--- src/rtl/cls_sched_pkg.sv ---
// Shared types and constants for the classifier scheduler.
package cls_sched_pkg;

  localparam int CLASS_W = 2;
  localparam int PIXEL_W = 8;

  typedef enum logic [2:0] {
    S_IDLE,
    S_START,
    S_STREAM,
    S_WAIT,
    S_RESP
  } state_e;

  function automatic int pixel_count(input int image_size);
    return image_size * image_size;
  endfunction

endpackage

--- src/rtl/rr_arbiter.sv ---
// Round-robin arbiter: the search starts one past the last accepted grant.
module rr_arbiter #(
  parameter int NUM_REQ = 4
) (
  input  logic               clk,
  input  logic               rst,
  input  logic [NUM_REQ-1:0] req,
  input  logic               accept,
  output logic [NUM_REQ-1:0] grant
);

  localparam int IDX_W = (NUM_REQ > 1) ? $clog2(NUM_REQ) : 1;
  // Pointing at the last requester makes requester 0 the first candidate.
  localparam logic [IDX_W-1:0] LAST_RST = IDX_W'(NUM_REQ - 1);

  logic [IDX_W-1:0] last_q, last_d;
  logic [IDX_W-1:0] win_idx, cand_idx;
  logic             found;
  int               cand;

  always_comb begin
    grant    = '0;
    win_idx  = last_q;
    found    = 1'b0;
    cand     = 0;
    cand_idx = '0;
    for (int i = 1; i <= NUM_REQ; i++) begin
      cand = int'(last_q) + i;
      if (cand >= NUM_REQ) cand = cand - NUM_REQ;
      cand_idx = IDX_W'(cand);
      if (!found && req[cand_idx]) begin
        found   = 1'b1;
        win_idx = cand_idx;
      end
    end
    if (found) grant[win_idx] = 1'b1;
    last_d = (accept && found) ? win_idx : last_q;
  end

  always_ff @(posedge clk or posedge rst) begin
    if (rst) last_q <= LAST_RST;
    else     last_q <= last_d;
  end

endmodule

--- src/rtl/classifier_scheduler.sv ---
// Shares one image classifier between NUM_REQ requesters with round-robin grants.
// Optional WAIT watchdog enabled by defining CLS_SCHED_TIMEOUT_EN.
module classifier_scheduler
  import cls_sched_pkg::*;
#(
  parameter int NUM_REQ        = 4,
  parameter int IMAGE_SIZE     = 28,
  parameter int TIMEOUT_CYCLES = 4096
) (
  input  logic                       clk,
  input  logic                       rst,
  input  logic [NUM_REQ-1:0]         req_valid,
  input  logic [PIXEL_W*NUM_REQ-1:0] req_pixel,
  input  logic [NUM_REQ-1:0]         req_pixel_valid,
  output logic [NUM_REQ-1:0]         req_pixel_ready,
  output logic [NUM_REQ-1:0]         req_grant,
  output logic [NUM_REQ-1:0]         rsp_valid,
  output logic [CLASS_W-1:0]         rsp_class,
  output logic                       rsp_error,
  output logic                       cls_start,
  input  logic                       cls_ready,
  output logic [PIXEL_W-1:0]         cls_pixel,
  output logic                       cls_pixel_valid,
  input  logic                       cls_done,
  input  logic [CLASS_W-1:0]         cls_class,
  output logic                       cls_rst,
  output logic                       busy
);

  localparam int PIX_TOTAL = pixel_count(IMAGE_SIZE);
  localparam int CNT_W = ($clog2(PIX_TOTAL + 1) > 10) ? $clog2(PIX_TOTAL + 1) : 10;
  localparam logic [CNT_W-1:0] PIX_LAST = CNT_W'(PIX_TOTAL - 1);

  state_e               state_q, state_d;
  logic [NUM_REQ-1:0]   grant_q, grant_d;
  logic [NUM_REQ-1:0]   rsp_valid_q, rsp_valid_d;
  logic [CNT_W-1:0]     pix_cnt_q, pix_cnt_d;
  logic [CLASS_W-1:0]   rsp_class_q, rsp_class_d;
  logic                 cls_start_q, cls_start_d;
  logic                 busy_q, busy_d;

  logic [NUM_REQ-1:0]   arb_grant;
  logic                 arb_accept;
  logic                 in_stream;
  logic [PIXEL_W-1:0]   pix_lane [NUM_REQ];
  logic [PIXEL_W-1:0]   pix_sel;
  logic                 strobe_sel;

`ifdef CLS_SCHED_TIMEOUT_EN
  localparam int WD_W = $clog2(TIMEOUT_CYCLES + 1);
  localparam logic [WD_W-1:0] WD_LAST = WD_W'(TIMEOUT_CYCLES - 1);
  logic [WD_W-1:0] wd_q, wd_d;
  logic            rsp_error_q, rsp_error_d;
  logic            cls_rst_q, cls_rst_d;
`endif

  assign arb_accept = (state_q == S_IDLE) && cls_ready && (|req_valid);

  rr_arbiter #(.NUM_REQ(NUM_REQ)) u_arb (
    .clk    (clk),
    .rst    (rst),
    .req    (req_valid),
    .accept (arb_accept),
    .grant  (arb_grant)
  );

  for (genvar gi = 0; gi < NUM_REQ; gi++) begin : g_lane
    assign pix_lane[gi] = req_pixel[gi*PIXEL_W +: PIXEL_W];
  end

  // grant_q is one-hot, so OR-ing the selected lanes is a plain mux.
  always_comb begin
    pix_sel    = '0;
    strobe_sel = 1'b0;
    for (int k = 0; k < NUM_REQ; k++) begin
      if (grant_q[k]) begin
        pix_sel    = pix_sel | pix_lane[k];
        strobe_sel = strobe_sel | req_pixel_valid[k];
      end
    end
  end

  assign in_stream       = (state_q == S_STREAM);
  assign cls_pixel_valid = in_stream & strobe_sel;
  assign cls_pixel       = in_stream ? pix_sel : '0;
  assign req_pixel_ready = in_stream ? grant_q : '0;

  always_comb begin
    state_d     = state_q;
    grant_d     = grant_q;
    pix_cnt_d   = pix_cnt_q;
    rsp_class_d = rsp_class_q;
    rsp_valid_d = '0;
    cls_start_d = 1'b0;
`ifdef CLS_SCHED_TIMEOUT_EN
    wd_d        = wd_q;
    rsp_error_d = rsp_error_q;
    cls_rst_d   = 1'b0;
`endif
    case (state_q)
      S_IDLE: begin
        if (arb_accept) begin
          state_d     = S_START;
          grant_d     = arb_grant;
          cls_start_d = 1'b1;
        end
      end
      S_START: begin
        state_d   = S_STREAM;
        pix_cnt_d = '0;
`ifdef CLS_SCHED_TIMEOUT_EN
        wd_d      = '0;
`endif
      end
      S_STREAM: begin
        if (cls_pixel_valid) begin
          if (pix_cnt_q == PIX_LAST) begin
            state_d   = S_WAIT;
            pix_cnt_d = '0;
          end else begin
            pix_cnt_d = pix_cnt_q + CNT_W'(1);
          end
        end
      end
      S_WAIT: begin
        if (cls_done) begin
          state_d     = S_RESP;
          rsp_class_d = cls_class;
          rsp_valid_d = grant_q;
`ifdef CLS_SCHED_TIMEOUT_EN
          rsp_error_d = 1'b0;
        end else if (wd_q == WD_LAST) begin
          state_d     = S_RESP;
          rsp_class_d = '0;
          rsp_valid_d = grant_q;
          rsp_error_d = 1'b1;
          cls_rst_d   = 1'b1;
        end else begin
          wd_d = wd_q + WD_W'(1);
`endif
        end
      end
      S_RESP: begin
        state_d = S_IDLE;
        grant_d = '0;
      end
      default: begin
        state_d = S_IDLE;
        grant_d = '0;
      end
    endcase
    busy_d = (state_d != S_IDLE);
  end

  always_ff @(posedge clk or posedge rst) begin
    if (rst) begin
      state_q     <= S_IDLE;
      grant_q     <= '0;
      rsp_valid_q <= '0;
      pix_cnt_q   <= '0;
      rsp_class_q <= '0;
      cls_start_q <= 1'b0;
      busy_q      <= 1'b0;
`ifdef CLS_SCHED_TIMEOUT_EN
      wd_q        <= '0;
      rsp_error_q <= 1'b0;
      cls_rst_q   <= 1'b0;
`endif
    end else begin
      state_q     <= state_d;
      grant_q     <= grant_d;
      rsp_valid_q <= rsp_valid_d;
      pix_cnt_q   <= pix_cnt_d;
      rsp_class_q <= rsp_class_d;
      cls_start_q <= cls_start_d;
      busy_q      <= busy_d;
`ifdef CLS_SCHED_TIMEOUT_EN
      wd_q        <= wd_d;
      rsp_error_q <= rsp_error_d;
      cls_rst_q   <= cls_rst_d;
`endif
    end
  end

  assign req_grant = grant_q;
  assign rsp_valid = rsp_valid_q;
  assign rsp_class = rsp_class_q;
  assign cls_start = cls_start_q;
  assign busy      = busy_q;
`ifdef CLS_SCHED_TIMEOUT_EN
  assign rsp_error = rsp_error_q;
  assign cls_rst   = cls_rst_q;
`else
  assign rsp_error = 1'b0;
  assign cls_rst   = 1'b0;
`endif

endmodule

--- config.mk ---
export PLATFORM = sky130hd
export DESIGN_NAME = classifier_scheduler
export DESIGN_NICKNAME = d
export VERILOG_FILES = /design/src/rtl/cls_sched_pkg.sv /design/src/rtl/rr_arbiter.sv /design/src/rtl/classifier_scheduler.sv
export SDC_FILE = /design/constraint.sdc
export NUM_CORES = 1
export LEC_CHECK = 0
export BUFFER_PORTS_ARGS = -buffer_cell sky130_fd_sc_hd__clkbuf_2
export CAP_MARGIN = 10
export CORE_MARGIN = 8
export CORE_UTILIZATION = 40
export CTS_CLUSTER_DIAMETER = 80
export DETAILED_ROUTE_END_ITERATION = 8
export PLACE_DENSITY = 0.82
export SYNTH_ARGS = -nofsm -noshare
export SYNTH_HDL_FRONTEND = slang
export SYNTH_SLANG_ARGS = --single-unit
--- constraint.sdc ---
create_clock -name clk -period 1.6 [get_ports clk]
set_input_delay 0.16 -clock clk [delete_from_list [all_inputs] [get_ports clk]]
set_output_delay 0.16 -clock clk [all_outputs]
set_load 0.02 [all_outputs]
## Word-level counts from Yosys, hierarchy flattened

Cells that the tools add are included.

| operators by class | value |
|---|---|
| $add $sub $neg | 9 |
| $lt $le $gt $ge | 10 |
| equal/unequal tests | 6 |
| muxes and demuxes | 47 |
| bitwise logic cells | 8 |
| reduce and logical (&&, ||, !) cells | 18 |

Operators with widths:

| operator | number |
|---|---|
| 2-to-1 mux 8 bit | 5 |
| OR 8 bit | 3 |
| 2-to-1 mux 10 bit | 2 |
| 2-to-1 mux 4 bit | 5 |
| case mux 10 bit (2 select lines) | 1 |
| 2-to-1 mux 2 bit | 8 |
| < comparator 2 x 3 -> 1 bit (second input constant) | 5 |
| 2-to-1 mux 1 bit | 15 |
| 2-to-1 mux 3 bit | 4 |
| case mux 3 bit (4 select lines) | 1 |
| adder 10 x 1 -> 10 bit (second input constant) | 1 |
| == test 10 bit (second input constant) | 1 |
| greater-or-equal comparator 3 bit (second input constant) | 3 |
| binary-select mux 1 bit (select 2 bit) | 4 |
| case mux 4 bit (2 select lines) | 1 |
| subtractor 2 x 1 -> 2 bit (second input constant) | 4 |
| logical AND 1 bit | 7 |
| adder 2 x 2 -> 3 bit (second input constant) | 2 |
| == test 3 x 2 -> 1 bit (second input constant) | 2 |
| AND reduction 2 bit | 3 |
| adder 2 x 3 -> 4 bit (second input constant) | 1 |
| greater-or-equal comparator 4 x 3 -> 1 bit (second input constant) | 1 |
| OR reduction 4 bit | 1 |
| adder 2 x 1 -> 3 bit (second input constant) | 1 |
| other kinds (13) | 17 |

| word-level totals | value |
|---|---|
| flip-flop bits (word level) | 27 |
| input bits | 46 |
| output and inout bits | 27 |
| logic and storage cells | 106 |

## Logic depth before layout (Yosys ltp)

| logic depth | value |
|---|---|
| depth after elaboration | 22 |
| mapped depth | 6 |
| depth with buffers taken out | 5 |

## By module

Synthesis repeated with hierarchy kept, for this count alone.

| unflattened totals | value |
|---|---|
| cell total of the unflattened synthesis | 180 |
| area, all modules | 1,689.1 um2 |

Modules (own cells, without submodules):

| module | instances | cells an instance | area each (um2) | seq. area each (um2) |
|---|---|---|---|---|
| classifier_scheduler | 1 | 151 | 1,478.9 | 625.6 |
| rr_arbiter | 1 | 29 | 210.2 | 52.6 |

## Least setup slack after synthesis

Ideal clock, no wire load.

| timing | value |
|---|---|
| kind | reg2reg |
| start point | register state_q[2] |
| end point | register pix_cnt_q[2] |
| setup time | 121 ps |
| arrival | 1,519 ps |
| data required time | 1,479 ps |
| slack | -40 ps |
| cell stages (with the launch flop) | 7 |
| buffers on the path | 2 |
| clock period less this slack | 1,640 ps |
| cell sequence | dfrtp_1 -> buf_2 -> or3b_4 -> a21oi_4 -> buf_6 -> o22ai_1 -> a22o_1 |

| on the way | value |
|---|---|
| longest elaborated chain between the ends | 4 |
| elaborated cells on any way between the ends | 7 |
| classes of those cells | 3 x eq/ne; 1 x mux; 1 x bitwise; 2 x reduce/logical |

RTL lines:

| element | line | RTL |
|---|---|---|
| from (decl) | classifier_scheduler.sv:34 | `state_e state_q, state_d;` |
| from (signal assigned) | classifier_scheduler.sv:170 | `state_q <= state_d;` |
| == test 3 x 2 -> 1 bit | classifier_scheduler.sv:83 | `assign in_stream = (state_q == S_STREAM);` |
| bitwise AND 1 bit | classifier_scheduler.sv:84 | `assign cls_pixel_valid = in_stream & strobe_sel;` |
| net cls_pixel_valid | classifier_scheduler.sv:23 | `output logic cls_pixel_valid,` |
| != test 2 bit (no line) | -- |  |
| AND reduction 2 bit (no line) | -- |  |
| to (signal assigned) | classifier_scheduler.sv:173 | `pix_cnt_q <= pix_cnt_d;` |
| to (decl) | classifier_scheduler.sv:37 | `logic [CNT_W-1:0] pix_cnt_q, pix_cnt_d;` |

The timed path passes the listed nets, and every way through them passes these cells.
A chain may end at the register's enable or synchronous reset.

## Worst setup path after layout

| timing | value |
|---|---|
| start point | register state_q[0] |
| end point | output cls_pixel[6] |

| on the way | value |
|---|---|
| longest elaborated chain between the ends | 2 |

RTL lines:

| element | line | RTL |
|---|---|---|
| == test 3 x 2 -> 1 bit | classifier_scheduler.sv:83 |  |
| 2-to-1 mux 8 bit | classifier_scheduler.sv:85 | `assign cls_pixel = in_stream ? pix_sel : '0;` |
| to (decl) | classifier_scheduler.sv:22 | `output logic [PIXEL_W-1:0] cls_pixel,` |

Every way passes these cells.

==> out/results.ini <==
[cells_and_area]
diodes = 0
final_nets = 323
seq_area_sq_um = 678
stdcell_count = 325
fin_area_sq_mm = 0.00270
layout-drive-gt1-share = 0.553
fillers = 297
multi_input_area_sq_mm = 0.00105
utilization = 0.684
area_delta_synth_final_pct = 66.2

[floorplan]
initial_utilization = 0.411
io_pins = 73
dieArea_sq_mm = 0.00635
core_sq_mm = 0.00394
die_w_microns = 79.7
die_y_microns = 79.7
rows = 23

[route]
wl_met2_mm = 3.18
drtIter0Drc = 159
routed_wl_mm = 6.07
highest_layer = met4
vias_per_cell = 5.78
wirelength_met1_mm = 2.32
drc = 0
wire_per_inst_microns = 18.7
vias = 1878
antenna_left = 0
dr_wl_met3_microns = 384
drtPass1Iterations = 4

[synth]
avgSynthCellArea_sq_um = 9.43
seq_area_frac_synth = 0.418
synthFlopType = dfrtp_1
ys_ff_latch = 27
synth_warnings = 0
synth_area_sq_mm = 0.00162
yosys.area_share.simple = 0.218
synth_top_family_by_area = compound AO/OA/AOI/OAI gates
yosysTopAreaCell = dfrtp_1
ys_types = 46
synth_common_cells = dfrtp_1 (25), a22oi_1 (18), a21oi_1 (12), a31oi_1 (11)
synthTopCellsByArea = dfrtp_1 (39%), a22oi_1 (8.3%), a31oi_1 (4.2%)
synthXorXnorAreaFrac = 0
syn_inst = 172
yosysMostFrequentCell = dfrtp_1
synth_top_area_frac = 0.386
synth-edff-count = 0
synth_compound_area_frac = 0.268
ys_async_sr_fraction = 1.00
synthMuxAreaShare = 0.0270
synth_fa_ha_area_frac = 0.00772

[sta]
fin_ws_ps = -150
worst_pin_slew_ps = 693
hold_viol = 0
relSlewSlack = 0.534
fmax_mhz = 571
period_minus_slack_ps = 1750
finClkSkew_ps = 3.95
finalCritPeriodShare = 1.09
setup-violations-final = 21
rsz0062_at_grt = true
maxSlewViolCount = 0

[setup_path]
critical_path.max_stage_delay_ps = 470
critical-path-top-delay-family = simple AND/OR/NAND/NOR gates
crit_path_end_kind = output pin
r2r_setup_slack_ps = -70
cp-start-kind = register
critPathMaxFanout = 5
timing.rr.start = state_q[0]
rr_endpoint = pix_cnt_q[8]
reg2reg_depth = 6
crit_slowest_cell = or3b_4
worst-path-buf-inv = 2
worstPathRequired_ps = 1440
critical_path_class = reg -> out
crit_chain = or3b_4, buf_8, a21oi_2, clkbuf_8
worstPathArrival_ps = 1590

[clock_network]
clockRootBuffer = clkbuf_8
cts_buffers = 3
htree_levels = 1
cts_sinks = 27
insertion_delay_ps = 280
clk_pin_slew_worst_paths_ps = 90
cts_tree = built
cts_buffer_depth = 2

[worst_hold_path]
whs_path_depth = 2
hp-class = in -> reg
hp-start = cls_done
hold_end = state_q[1]

[power]
p_leak_nw = 1.29
peakVddDrop_v = 0.000751
p_per_area_mw_per_mm2 = 1770

[grt]
antenna_found_initial = 0
grt_pass1_wl_mm = 8.62
gr-usage-all-layers = 0.169
grt_overflow = 0
grt_max_degree = 28
grt_pass1_vias = 1835

[outcome]
violations = setup timing
status = finished, violations left

[place]
place_inst = 306
gp_congestion = 0.821
port_buffers = 70
place_hpwl_mm = 3.87
dpl_cell_area_sq_mm = 0.00216

[run]
max_cap_violations = 0

placed cells by master, fill, tap and decap left out, types with 2 or more instances in the layout:
master	instances
clkbuf_2	57
buf_4	32
dfrtp_1	25
a22oi_1	16
a31oi_1	11
buf_8	10
nand2_1	8
inv_1	7
clkbuf_8	7
a21oi_4	6
buf_6	6
nand2b_1	5
and3_1	5
and2_1	5
a21oi_1	4
o21ai_1	4
nand3_1	4
nor2_1	3
and3b_1	3
and2_4	3
a21oi_2	3
nor3b_1	2
o31ai_1	2
nand3b_1	2
nor3_1	2
nor2_4	2
mux2_2	2
a22oi_2	2
o22ai_2	2
a31o_2	2
nand4_1	2
conb_1	2
dfstp_2	2
worst max-delay path by stage:
stage / start / to / slack, ps / depth (start not counted)
after floorplan: state_q[0] / cls_pixel[0] / -30 / 4
after global routing: state_q[0] / cls_pixel[3] / -180 / 4
after detailed placement: req_valid[3] / req_grant[0] / -130 / 5
after global placement: req_valid[3] / req_grant[1] / -30 / 5
final: state_q[0] / cls_pixel[6] / -150 / 4
after CTS: state_q[2] / cls_pixel[5] / -120 / 4
per-stage QoR:
step                setup TNS (ps)  power (mW)  hold WS (ps)  worst slack, ps
floorplan                     -268        2.39           211            -29.9
global placement             -54.6        3.07           216            -27.7
detailed placement            -258        3.13           218             -129
CTS                          -1490        4.31           109             -123
global route                 -2790        5.02           121             -180
finish                       -1640        4.78           112             -150
cell type report:
class,count,area share
clock buffers,3,0.0153
clock inverters,1,0.00186
inverters,7,0.00975
multi-input cells,126,0.388
flip-flops and latches,27,0.252
well taps,50,0.0232
repair buffers,111,0.310
worst register-to-register path, delay by kind of cell, from the launching register on:
kind | cells | cell delay (ps)
AND/OR/NAND/NOR | 2 | 520
flip-flops | 1 | 400
AO/OA/AOI/OAI | 2 | 350
buffers and inverters | 2 | 320
timing repair:
item	in CTS	in global routing
hold endpoints to repair	25	0
setup endpoints to repair	18	32
setup buffers	11	4
cloned	1	0
pin swaps	11	11
resized for setup	51	36
hold buffers	1	0
registers in the layout (all words and copies together) (netlist names):
signal,cells
state_q,3
rsp_valid,4
pix_cnt_q,10
u_arb.last_q,2
busy,1
req_grant,4
cls_start,1
rsp_class,2
layer usage:
layer  track usage  vias up
met5             0        -
met4        0.0944        0
met3        0.0248       16
met2         0.286       87
met1         0.199      919
li1              -      856
cell families after synthesis:
kind of cell | Yosys count
AO/OA/AOI/OAI | 62
adder cells (fa/ha/maj) | 1
buffers and inverters | 20
flip-flops | 27
multiplexers | 4
other | 1
AND/OR/NAND/NOR | 57
where the power goes:
part / total (mW) / leakage, nW / internal (mW) / switching [mW]
clock: 0.397 / 0.0255 / 0.175 / 0.222
sequential: 1.04 / 0.348 / 0.887 / 0.156
combinational: 3.34 / 0.919 / 1.66 / 1.68
(Power assumes the default switching activity.)
